## src/rtl/regfile_scoreboard.sv

```systemverilog
// Register file: two combinational read ports, one write port, optional
// write-to-read bypass, and a busy scoreboard for read-after-write hazards.
module regfile_scoreboard #(
  parameter int WIDTH    = 32,
  parameter int DEPTH    = 32,
  parameter int ADDR_W   = 5,
  parameter int ZERO_REG = 1,
  parameter int BYPASS   = 1
) (
  input  logic              clk,
  input  logic              reset,
  input  logic [ADDR_W-1:0] raddr_a,
  input  logic [ADDR_W-1:0] raddr_b,
  output logic [WIDTH-1:0]  rdata_a,
  output logic [WIDTH-1:0]  rdata_b,
  input  logic              we,
  input  logic [ADDR_W-1:0] waddr,
  input  logic [WIDTH-1:0]  wdata,
  input  logic              issue_valid,
  input  logic [ADDR_W-1:0] issue_rd,
  output logic              hazard_a,
  output logic              hazard_b,
  output logic [ADDR_W:0]   busy_count
);

  logic [WIDTH-1:0] mem_q [DEPTH];
  logic [WIDTH-1:0] mem_d [DEPTH];
  logic [DEPTH-1:0] busy_q, busy_d;
  logic [ADDR_W:0]  busy_count_q, busy_count_d;

  logic w_ok, s_ok, ra_ok, rb_ok, fwd_a, fwd_b;

  function automatic logic addr_ok(input logic [ADDR_W-1:0] a);
    return (32'(a) < 32'(DEPTH)) && !((ZERO_REG != 0) && (a == '0));
  endfunction

  assign w_ok  = we && addr_ok(waddr);
  assign s_ok  = issue_valid && addr_ok(issue_rd);
  assign ra_ok = addr_ok(raddr_a);
  assign rb_ok = addr_ok(raddr_b);
  assign fwd_a = (BYPASS != 0) && we && (waddr == raddr_a);
  assign fwd_b = (BYPASS != 0) && we && (waddr == raddr_b);

  always_comb begin
    mem_d = mem_q;
    if (w_ok) mem_d[waddr] = wdata;
  end

  // Clear first, then set: a new producer overrides a same-cycle writeback.
  always_comb begin
    busy_d = busy_q;
    if (w_ok) busy_d[waddr] = 1'b0;
    if (s_ok) busy_d[issue_rd] = 1'b1;
  end

  always_comb begin
    busy_count_d = '0;
    for (int i = 0; i < DEPTH; i++)
      busy_count_d = busy_count_d + (ADDR_W+1)'(busy_d[i]);
  end

  always_ff @(posedge clk or posedge reset) begin
    if (reset) begin
      for (int i = 0; i < DEPTH; i++) mem_q[i] <= '0;
      busy_q       <= '0;
      busy_count_q <= '0;
    end else begin
      mem_q        <= mem_d;
      busy_q       <= busy_d;
      busy_count_q <= busy_count_d;
    end
  end

  always_comb begin
    rdata_a  = '0;
    hazard_a = 1'b0;
    if (ra_ok) begin
      rdata_a  = fwd_a ? wdata : mem_q[raddr_a];
      hazard_a = busy_q[raddr_a] && !fwd_a;
    end
  end

  always_comb begin
    rdata_b  = '0;
    hazard_b = 1'b0;
    if (rb_ok) begin
      rdata_b  = fwd_b ? wdata : mem_q[raddr_b];
      hazard_b = busy_q[raddr_b] && !fwd_b;
    end
  end

  assign busy_count = busy_count_q;

endmodule

```

## config.mk

```make
export PLATFORM = sky130hd
export DESIGN_NAME = regfile_scoreboard
export DESIGN_NICKNAME = d
export VERILOG_FILES = /design/src/rtl/regfile_scoreboard.sv
export SDC_FILE = /design/constraint.sdc
export NUM_CORES = 2
export LEC_CHECK = 0
export BUFFER_PORTS_ARGS = -buffer_cell sky130_fd_sc_hd__buf_2
export CAP_MARGIN = 20
export CORE_MARGIN = 3
export CORE_UTILIZATION = 50
export CTS_CLUSTER_SIZE = 16
export DETAILED_ROUTE_END_ITERATION = 10
export PLACE_DENSITY = 0.69
export REMOVE_ABC_BUFFERS = 1
export SLEW_MARGIN = 40
export SYNTH_ARGS = -nofsm -noshare
export SYNTH_HDL_FRONTEND = slang
export SYNTH_SLANG_ARGS = --single-unit
```

## constraint.sdc

```tcl
create_clock -name clk -period 35.7 [get_ports clk]
set_input_delay 7.14 -clock clk [delete_from_list [all_inputs] [get_ports clk]]
set_output_delay 7.14 -clock clk [all_outputs]
set_load 0.02 [all_outputs]
```

==> metrics.txt <==
hold worst-path end=mem_q[992]; Final nets=3890; Clock Skews=8.49 ps; maximum capacitance violations=0; clk buf depth=3; CTS tree=done; crit start category=input port; share of layout cells above drive strength 1=0.523; Hold Vio Cnt, Final=0; min Tclk post-route=17840 ps; # DRC=0; hold path start=mem_q[992]; Tcrit/Tclk final=0.500; relative max-transition margin=0.385; RSZ-0062 raised after global routing=no; Num CTS Buffers=114; Finished Layout Cells=5401; reg-to-reg endpoint=busy_count[4]; Pre-antenna DRT Iters=5; post-synthesis sequential area ratio=0.464; most frequent cells in the layout=mux2_2, dfrtp_1, mux4_2; routed via count=37100; Final Instance Area=0.0631 mm²; Critical Path RT=28560 ps; worst-margin pin slew=923 ps; f_max=0.0561 GHz; Detailed Route Iter0 Violations=3414; Gates resized, CTS repair=0; total placed cells including tap cells=5184; Initial Utilization=0.507; final estimated routing congestion in global placement=0.849; PD cells=62.1 mW/mm²; I/O pin count=128; count of cell types in the netlist=62; Worst Hold Class=reg -> reg; reg-to-reg startpoint=busy_q[21]; chip height=345 µm; die area=0.119 mm²; grt total ovfl=0; leakage power=27.5 nW; placed instance area=0.0591 mm²; Slew Limit Fails=0; Max H-tree Level=3; clock sink count=1062; ys flop type=dfrtp_1; CP endpoint kind=output port; VDD IR-drop max=139 µV; synthesized area=0.0573 mm²; number of synthesis warnings=0; fraction of registers with async set/reset=1.00; average wire per standard cell=32.6 µm; Tot GR Track Use=0.300; hold buffers post-CTS=0; crit-path max FO=49; commonest non-fill, non-tap cell in the layout=mux2_2; Layout Area Growth over Synthesis=10.1%; number of synthesized flops with an enable pin=0; Clock Pin Slew Worst Setup and Hold Paths=60 ps; WHS Path Cells=0; Syn Area/Cell=14.7 µm²; path depth of the worst reg2reg path=17; drt via density=6.88; setup violators final=0; Seq cells post-synth=1062; die width=345 µm; vias in the first global route=38300; crit path DAT=10700 ps; kind of critical path=in -> out; Routed Antenna Nets=0; largest net degree at the start of global routing=152; DP HPWL=99100 µm; Buffers on Ports=127; R2R Setup Slk=30520 ps; Mapped Cells=3891; clock latency on the worst-skew pair=730 ps; status=complete, no violations; row cnt=123; final WL=176000 µm; Core Region=0.113 mm²; # Post-CTS Setup Buffers=0; initial antenna violation count=4; CTS root buf=clkbuf_16; first-pass GRT wire length=261000 µm
## per-layer routing
| layer | GRT usage | share of wire |
|---|---|---|
| met1 | 0.412 | 0.40 |
| met3 | 0.0565 | 0.078 |
| met2 | 0.472 | 0.47 |
| met5 | 0 | 0.00017 |
| met4 | 0.128 | 0.048 |
## flip-flops by register name, indices dropped and copies added (netlist names)
register / cells
mem_q: 1024
busy_count: 6
busy_q: 32
## layout make-up
class,count,area (µm²)
Antenna cell,3,7.51
Tap cell,1500,1880
Inverter,38,155
Timing Repair Buffer,228,1660
Multi-Input combinational cell,2359,28900
Clock inverter,42,564
Sequential cell,1062,26600
Fill cell,9019,50000
Clock buffer,169,3360
## critical path: stages
cell,delay (ps)
buf_8,390
buf_4,650
buf_4,720
mux4_2,350
mux2i_1,80
o21ai_0,180
a311oi_1,90
o41ai_1,670
buf_2,280
## cells in the mapped netlist (22+ instances only)
master       n  area share
o21ai_0     38      0.0033
buf_2      107      0.0093
nor4_1      23      0.0025
nor3_1      46      0.0040
a22o_1      39      0.0060
nand2_1     72      0.0047
o22ai_1     92       0.010
mux2i_1     66       0.012
buf_1       73      0.0048
clkbuf_1   215       0.014
mux2_2    1072        0.21
buf_4       28      0.0037
a22oi_1     84       0.011
mux4_2     483        0.19
fa_1        24      0.0084
dfrtp_1   1062        0.46
a21oi_1     22      0.0019
nand3_1     22      0.0019
inv_1       36      0.0024
nor2_1      85      0.0056
## logic make-up after synthesis
| kind of cell | after synthesis | synth area share |
|---|---|---|
| AOI/OAI and AO/OA | 357 | 0.0447 |
| adders and majority gates | 31 | 0.00991 |
| xor gates and xnor gates | 13 | 0.00199 |
| buffers and inverters | 470 | 0.0362 |
| muxes | 1628 | 0.415 |
| and+or+nand+nor | 330 | 0.0285 |
| DFF | 1062 | 0.464 |
## worst max-delay path by stage
stage                          endpoint  startpoint  slack [ps]
final                       rdata_b[12]  raddr_b[0]       17860
after global routing        rdata_b[12]  raddr_b[0]       17580
after CTS                   rdata_a[26]  raddr_a[0]       17430
after detailed placement    rdata_a[26]  raddr_a[0]       17430
after global placement      rdata_a[26]  raddr_a[0]       17440
after floorplan           busy_count[0]       reset       -1330
## through the flow
stage	hold slack, ps	setup WS, ps	util	power [W]	setup TNS (ps)
after global placement	376	17440	0.520	0.00266	0
final	395	17860	0.558	0.00392	0
after floorplan	365	-1330	-	0.00240	-1416590
after detailed placement	384	17430	0.522	0.00269	0
after global routing	405	17580	0.558	0.00413	0
after CTS	397	17430	0.557	0.00394	0
## report_power, final
group,switching (W),internal (W)
combinational,0.000484,0.000587
sequential,0.000162,0.00145
clock,0.000515,0.000724
total,0.00116,0.00276
Power figures use the tool's default switching activity.
